`src/rtl/instr_fetch_ctrl_pkg.sv`:
```
// Shared types and defaults for the instruction fetch sequencer.
// Holds the FSM state encoding, default parameters and counter sizing.
package instr_fetch_ctrl_pkg;

  localparam int unsigned DEF_WIDTH         = 32;
  localparam int unsigned DEF_ROM_ADDR_BITS = 12;
  localparam int unsigned DEF_RESET_PC      = 0;
  localparam int unsigned DEF_DBG_WAIT      = 3;

  // S_DBG: debug owns the ROM port this cycle; S_ACK: dbg_ack is high.
  typedef enum logic [1:0] {
    S_RUN  = 2'd0,
    S_HALT = 2'd1,
    S_DBG  = 2'd2,
    S_ACK  = 2'd3
  } fetch_state_e;

  // Width of a counter that must reach max_val; never narrower than 1 bit.
  function automatic int unsigned cnt_width(input int unsigned max_val);
    if (max_val < 1) begin
      return 1;
    end
    return $clog2(max_val + 1);
  endfunction

endpackage

```
`src/rtl/instr_fetch_ctrl.sv`:
```
// Fetch sequencer: owns the PC, delivers one registered instruction per cycle,
// and shares the ROM read port with a debug reader under a bounded wait.
module instr_fetch_ctrl
  import instr_fetch_ctrl_pkg::*;
#(
  parameter int unsigned WIDTH         = DEF_WIDTH,
  parameter int unsigned ROM_ADDR_BITS = DEF_ROM_ADDR_BITS,
  parameter int unsigned RESET_PC      = DEF_RESET_PC,
  parameter int unsigned DBG_WAIT      = DEF_DBG_WAIT
) (
  input  logic                     clk,
  input  logic                     rst_n,
  output logic [ROM_ADDR_BITS-1:0] rom_addr,
  input  logic [WIDTH-1:0]         rom_data,
  input  logic                     stall,
  input  logic                     halt,
  input  logic                     redirect_valid,
  input  logic [ROM_ADDR_BITS-1:0] redirect_addr,
  output logic                     if_valid,
  output logic [WIDTH-1:0]         if_instr,
  output logic [ROM_ADDR_BITS-1:0] if_pc,
  input  logic                     dbg_req,
  input  logic [ROM_ADDR_BITS-1:0] dbg_addr,
  output logic                     dbg_ack,
  output logic [WIDTH-1:0]         dbg_data
);

  localparam int unsigned AW    = ROM_ADDR_BITS;
  localparam int unsigned DW    = WIDTH;
  localparam int unsigned CNT_W = cnt_width(DBG_WAIT);

  fetch_state_e     state_q, state_d;
  logic [AW-1:0]    pc_q, pc_d;
  logic             if_valid_q, if_valid_d;
  logic [DW-1:0]    if_instr_q, if_instr_d;
  logic [AW-1:0]    if_pc_q, if_pc_d;
  logic             dbg_ack_q, dbg_ack_d;
  logic [DW-1:0]    dbg_data_q, dbg_data_d;
  logic [CNT_W-1:0] wait_q, wait_d;

  logic core_fetch;
  logic arb_state;
  logic grant;
  logic core_state;

  // Debug steals the ROM only while in S_DBG; the PC drives it otherwise.
  assign rom_addr = (state_q == S_DBG) ? dbg_addr : pc_q;

  assign core_state = (state_q == S_RUN) || (state_q == S_ACK);
  assign arb_state  = (state_q == S_RUN) || (state_q == S_HALT);
  assign grant      = arb_state && dbg_req &&
                      (stall || halt || (wait_q == CNT_W'(DBG_WAIT)));
  assign core_fetch = core_state && !stall && !halt && !redirect_valid;

  // Next-state, PC, fetch register and arbitration logic.
  always_comb begin
    state_d    = state_q;
    pc_d       = pc_q;
    if_valid_d = if_valid_q;
    if_instr_d = if_instr_q;
    if_pc_d    = if_pc_q;
    dbg_ack_d  = 1'b0;
    dbg_data_d = dbg_data_q;
    wait_d     = wait_q;

    unique case (state_q)
      S_RUN: begin
        if (grant) begin
          state_d = S_DBG;
        end else if (halt) begin
          state_d = S_HALT;
        end
      end
      S_HALT: begin
        if (grant) begin
          state_d = S_DBG;
        end else if (!halt) begin
          state_d = S_RUN;
        end
      end
      S_DBG: begin
        dbg_data_d = rom_data;
        state_d    = S_ACK;
      end
      S_ACK: begin
        state_d = halt ? S_HALT : S_RUN;
      end
      default: begin
        state_d = S_RUN;
      end
    endcase

    if (core_fetch) begin
      if_instr_d = rom_data;
      if_pc_d    = pc_q;
      if_valid_d = 1'b1;
      pc_d       = pc_q + AW'(1);
    end

    if (core_state && halt) begin
      if_valid_d = 1'b0;
    end

    // A debug cycle leaves a bubble unless decode is stalled anyway.
    if ((state_q == S_DBG) && !stall) begin
      if_valid_d = 1'b0;
    end

    if (redirect_valid) begin
      pc_d       = redirect_addr;
      if_valid_d = 1'b0;
    end

    if (!dbg_req || grant) begin
      wait_d = '0;
    end else if (state_q == S_RUN) begin
      wait_d = wait_q + CNT_W'(1);
    end

    dbg_ack_d = (state_d == S_ACK);
  end

  // State and datapath registers.
  always_ff @(posedge clk or negedge rst_n) begin
    if (!rst_n) begin
      state_q    <= S_RUN;
      pc_q       <= AW'(RESET_PC);
      if_valid_q <= 1'b0;
      if_instr_q <= '0;
      if_pc_q    <= '0;
      dbg_ack_q  <= 1'b0;
      dbg_data_q <= '0;
      wait_q     <= '0;
    end else begin
      state_q    <= state_d;
      pc_q       <= pc_d;
      if_valid_q <= if_valid_d;
      if_instr_q <= if_instr_d;
      if_pc_q    <= if_pc_d;
      dbg_ack_q  <= dbg_ack_d;
      dbg_data_q <= dbg_data_d;
      wait_q     <= wait_d;
    end
  end

  assign if_valid = if_valid_q;
  assign if_instr = if_instr_q;
  assign if_pc    = if_pc_q;
  assign dbg_ack  = dbg_ack_q;
  assign dbg_data = dbg_data_q;

endmodule
```
`config.mk`:
```
export PLATFORM = sky130hd
export DESIGN_NAME = instr_fetch_ctrl
export DESIGN_NICKNAME = d
export VERILOG_FILES = /design/src/rtl/instr_fetch_ctrl_pkg.sv /design/src/rtl/instr_fetch_ctrl.sv
export SDC_FILE = /design/constraint.sdc
export NUM_CORES = 1
export LEC_CHECK = 0
export CAP_MARGIN = 0
export CORE_MARGIN = 2
export CORE_UTILIZATION = 48
export CTS_CLUSTER_DIAMETER = 30
export DETAILED_ROUTE_END_ITERATION = 10
export HOLD_SLACK_MARGIN = 0.03
export PLACE_DENSITY = 0.83
export SLEW_MARGIN = 40
export SYNTH_ARGS = -nofsm -noshare
export SYNTH_HDL_FRONTEND = slang
export SYNTH_SLANG_ARGS = --single-unit
```
`constraint.sdc`:
```
create_clock -name clk -period 5.8 [get_ports clk]
set_input_delay 1.16 -clock clk [delete_from_list [all_inputs] [get_ports clk]]
set_output_delay 1.16 -clock clk [all_outputs]
set_load 0.05 [all_outputs]
```
==> results.toml, run 1 <==
[status]
status = "finished, final reports clean"

[sta]
fin_crit_ns = 4.101
fmax_mhz = 243.8
setup_violations = 0
worst_pin_slew_ns = 0.8205
rsz0062_at_grt = "false"
relSlewSlack_pct = 45.13
clock_skew_ns = 0.01109
fin_crit_sh_pct = 70.71
fin_setup_tns_ns = 0
slew_viol_final = 0
hold_violations = 0

[critical_path]
r2r_cells = 6
max_stage_delay_ns = 0.70
critPathLaunch = "state_q[0]"
regToRegEndpoint = "pc_q[10]"
cp_max_fo = 27
endpoint = "rom_addr[11]"
critPathBufInv = 3
r2r_start = "state_q[1]"
startpoint_type = "flip-flop"
crit_cells = 5
end_kind = "primary output"
crit_family = "buffers and inverters"
worstPathArrival_ns = 2.94
crit_type = "flip-flop to primary output"
cp_slowest_cell = "clkdlybuf4s50_1"
ff2ff_setup_slack_ns = 3.44
worstPathCellList = "inv_1 -> ha_2 -> buf_4 -> mux2_2 -> clkdlybuf4s50_1"
worstPathRequired_ns = 4.64

[cts]
cts_setup_buffers = 0
clock-sinks = 94
cts_buffer_depth = 2
cts_made_buffers = 9
cts_tree = "done"
clockRootBuffer = "clkbuf_8"
path_clk_slew_ns = 0.09
htreeDepth = 3
cts_hold_buf = 0
post_cts_resized = 0
clk_latency_ns = 0.35

[floorplan]
die_area_um2 = 9115
num_io_pins = 152
die_w_um = 95.48
die_h_um = 95.48
initial_core_util_pct = 49.13
num_rows = 33
fp.coreArea_um2 = 8175

[synth]
yosys_warnings = 0
ys_ff_latch = 94
syn_avg_cell_area_um2 = 13.99
synth_cells = 287
yosysSeqAreaShare_pct = 58.57
async_flop_share_pct = 100.0
synth_edf_count = 0
syn_area_um2 = 4016
synthesis.nets = 356
yosys.cell_types.count = 34
ys.flop_type = "dfrtp_1"

[pwr]
power_mw = 3.951
power_leakage_nw = 2.419
ir_worst_vdd_mv = 0.3875
p_per_area_nw_per_um2 = 676.9

[grt]
grt_pass1_vias = 2936
grt.overflow.total = 0
grt_max_degree = 74
grt_use_total_pct = 20.29
grt_pass1_wl_mm = 14.15
grt_antenna_before_repair = 0

[routing]
vias_per_cell = 5.162
drtIter0Drc = 69
vias = 2834
avgRoutedWirePerCell_um = 16.61
drt_pass1_iterations = 4
wirelength_mm = 9.118
route.detailed.drc = 0
ant_nets = 0

[placed_design]
dpl.hpwl_mm = 6.628
place_congestion = 0.7176
port_buffers = 151

[layout]
syn_to_final_growth_pct = 45.33
antenna_cells = 0
drive_above_1_share_pct = 21.17
final_cell_mix = "clkdlybuf4s50_1, dfrtp_1, mux2_2"
nets = 508
final_common_cell = "clkdlybuf4s50_1"

[flow_run]
cap_violations = 0

[min_path]
worst_hold_path_type = "flip-flop to flip-flop"
==> worst min path at each step <==
stage | from | end | slack [ns] | depth (start not counted)
3_3_place_gp | if_instr[27] | if_instr[27] | 0.47 | 1
4_1_cts | if_instr[12] | if_instr[12] | 0.50 | 1
2_1_floorplan | wait_q[1] | wait_q[1] | 0.49 | 2
6_report | if_instr[19] | if_instr[19] | 0.49 | 1
5_1_grt | if_instr[27] | if_instr[27] | 0.52 | 1
3_5_place_dp | if_instr[12] | if_instr[12] | 0.47 | 1
==> power by group <==
group | total (mW) | switching (mW) | internal, mW
sequential | 1.11 | 0.158 | 0.951
combinational | 2.39 | 1.50 | 0.889
clock | 0.456 | 0.246 | 0.210
total | 3.95 | 1.90 | 2.05
==> cells by family after synthesis <==
family | after synthesis | synth area share [%]
DFF | 94 | 58.57
buffers and inverters | 19 | 2.118
muxes | 91 | 25.45
and+or+nand+nor | 41 | 5.857
AOI/OAI and AO/OA | 25 | 3.645
xor gates and xnor gates | 10 | 2.181
adders and majority gates | 7 | 2.181
==> layout make-up <==
type                            count  area (um^2)
Clock buffer                        9        123.9
Clock inverter                      7        86.33
Fill cell                         574         2338
Inverter                            5        18.77
Multi-Input combinational cell    174         1582
Sequential cell                    94         2352
Tap cell                          105        131.4
Timing Repair Buffer              155         1543
==> sequential cells by signal, indices dropped and copies added, names as in the netlist <==
signal / flops
dbg_ack: 1
dbg_data: 32
if_instr: 32
if_pc: 12
if_valid: 1
pc_q: 12
state_q: 2
wait_q: 2
==> through the flow <==
step	hold WS, ns	setup slack [ns]	util [%]	instances	cell area, um^2
after floorplan	0.4903	2.829	-	287	4016
after global placement	0.4659	2.061	68.78	533	5623
after detailed placement	0.4737	2.051	68.82	533	5627
after CTS	0.4982	1.659	71.40	549	5837
after global routing	0.5172	1.534	71.40	549	5837
final	0.4947	1.699	71.40	549	5837
==> metal layers <==
metal  share of wire [%]  up-vias  GRT usage [%]
met2                  51       96          35.68
met1                  40     1416          24.17
li1                    -     1312              -
met3                 7.4       10          5.692
met4                 1.3        0          6.190
met5                   0        -              0
==> cells in the mapped netlist (2+ instances only) <==
cell type | n | area [um^2]
buf_2 | 5 | 25.02
nand3_1 | 2 | 10.01
a21oi_1 | 2 | 10.01
o21ai_1 | 3 | 15.01
o21ai_0 | 12 | 60.06
nor2_1 | 7 | 26.28
mux2_2 | 69 | 777.0
xor2_1 | 5 | 43.79
mux2_1 | 20 | 225.2
and4_1 | 2 | 17.52
ha_1 | 7 | 87.58
dfrtp_1 | 94 | 2352
nand2_1 | 15 | 56.30
nor3_1 | 5 | 25.02
nand4_1 | 2 | 12.51
clkbuf_1 | 8 | 30.03
o22ai_1 | 2 | 12.51
inv_1 | 5 | 18.77
nor4_4 | 2 | 42.54
xnor2_1 | 5 | 43.79
mux2i_1 | 2 | 20.02
(Power assumes the default switching activity.)
==> run 2: changes to the inputs <==
Settings changed: CORE_UTILIZATION 48 to 40, PLACE_DENSITY 0.83 to 0.74.
Clock period 5.8 ns to 3.3 ns, I/O delays scaled along.
==> results.toml, run 2 (same netlist as run 1, synthesis figures left out) <==
[layout]
multi_input_area_um2 = 1592
final_cell_mix = "clkdlybuf4s50_1, dfrtp_1, mux2_2"
antenna_cells = 0
fin_util_pct = 60.45
drive_above_1_share_pct = 21.48
regArea_um2 = 2352
design_area_um2 = 5908
nets = 511
final_common_cell = "clkdlybuf4s50_1"
final_cells = 580
syn_to_final_growth_pct = 47.10
fill_cells = 812

[grt]
grt.overflow.total = 0
grt_max_degree = 49
grt_pass1_vias = 3044
grt_antenna_before_repair = 0
grt_pass1_wl_mm = 15.55
grt_use_total_pct = 17.78

[flow_run]
cap_violations = 0

[cts]
cts_hold_buf = 0
cts_buffer_depth = 2
clockRootBuffer = "clkbuf_8"
clk_latency_ns = 0.35
path_clk_slew_ns = 0.09
clock-sinks = 94
cts_made_buffers = 9
cts_tree = "done"
htreeDepth = 3
cts_setup_buffers = 0

[placed_design]
dpl.cell_count = 564
dp_slack_ns = 0.3646
dpl.hpwl_mm = 6.662
place_area_um2 = 5693
port_buffers = 151
place_congestion = 0.7168

[critical_path]
worstPathRequired_ns = 2.64
worstPathArrival_ns = 2.44
critPathBufInv = 2
crit_type = "flip-flop to primary output"
crit_family = "buffers and inverters"
end_kind = "primary output"
cp_max_fo = 24
worstPathCellList = "inv_1 -> ha_4 -> mux2_2 -> clkdlybuf4s50_1"
cp_slowest_cell = "clkdlybuf4s50_1"
startpoint_type = "flip-flop"
max_stage_delay_ns = 0.73

[sta]
fin_crit_sh_pct = 93.90
hold_violations = 0
fin_setup_tns_ns = 0
clock_skew_ns = 0.01578
slew_viol_final = 0
rsz0062_at_grt = "false"
relSlewSlack_pct = 58.61
fin_ws_ns = 0.2014
fin_crit_ns = 3.099
setup_violations = 0
worst_pin_slew_ns = 0.6209
fmax_mhz = 322.7

[floorplan]
die_w_um = 104.2
die_area_um2 = 10860
initial_core_util_pct = 41.09
num_rows = 36
num_io_pins = 152
fp.coreArea_um2 = 9774
die_h_um = 104.2

[pwr]
ir_worst_vdd_mv = 0.6040
p_per_area_nw_per_um2 = 1177
power_leakage_nw = 2.430

[status]
status = "finished, final reports clean"

[routing]
route.detailed.drc = 0
avgRoutedWirePerCell_um = 15.76
ant_nets = 0
vias_per_cell = 4.869
vias = 2824
drtIter0Drc = 108
drt_pass1_iterations = 4
wirelength_mm = 9.141

[min_path]
worst_hold_path_type = "primary input to asynchronous set/reset pin"
run 2: changes by cell type in the layout (fill, tap and decap cells not counted), sizes merged:
| cell | change |
|---|---|
| buf | +3 |
| clkbuf | +2 |
| clkinvlp | +1 |
| inv | -1 |
| clkinv | -2 |
run 2: final timing paths:
path                                  start      endpoint  slack [ns]  depth (start not counted)
min in group clk                if_instr[1]   if_instr[1]        0.49                          1
worst max register to register   state_q[1]      pc_q[10]        0.92                          6
max in group asynchronous             rst_n   if_instr[3]        2.30                          2
worst min register to register  if_instr[1]   if_instr[1]        0.49                          1
worst min-delay path                  rst_n  if_instr[26]        0.31                          1
worst max-delay path             state_q[0]  rom_addr[11]        0.20                          4
run 2: what timing repair did:
| item | in CTS | in global routing |
|---|---|---|
| gates resized for setup | 1 | 0 |
| setup endpoints to repair | 6 | 0 |
| hold endpoints to repair | 0 | 0 |
run 2: final cells by class:
| type | count | share of cell area (%) |
|---|---|---|
| Clock buffer | 11 | 2.393 |
| Clock inverter | 5 | 1.080 |
| Inverter | 5 | 0.3177 |
| Multi-Input combinational cell | 174 | 26.94 |
| Sequential cell | 94 | 39.81 |
| Tap cell | 133 | 2.817 |
| Timing Repair Buffer | 158 | 26.64 |
run 2: routing by layer:
| layer | global-route usage, % | part of all wire [%] |
|---|---|---|
| met5 | 0 | 0 |
| met2 | 28.76 | 48 |
| met4 | 6.081 | 2.1 |
| met1 | 23.28 | 44 |
| met3 | 4.637 | 5.9 |
run 2: stage by stage:
stage	hold slack (ns)	total power [mW]
after floorplan	0.3644	4.777
final	0.3082	6.955
after global placement	0.4670	6.141
after global routing	0.3302	7.290
after detailed placement	0.4738	6.208
after CTS	0.3213	7.030
run 2: report_power, final:
| group | switching (mW) | internal, mW | total [mW] | leakage (nW) |
|---|---|---|---|---|
| Clock | 0.410 | 0.380 | 0.790 | 0.101 |
| Combinational | 2.63 | 1.58 | 4.22 | 1.20 |
| Sequential | 0.278 | 1.67 | 1.95 | 1.13 |
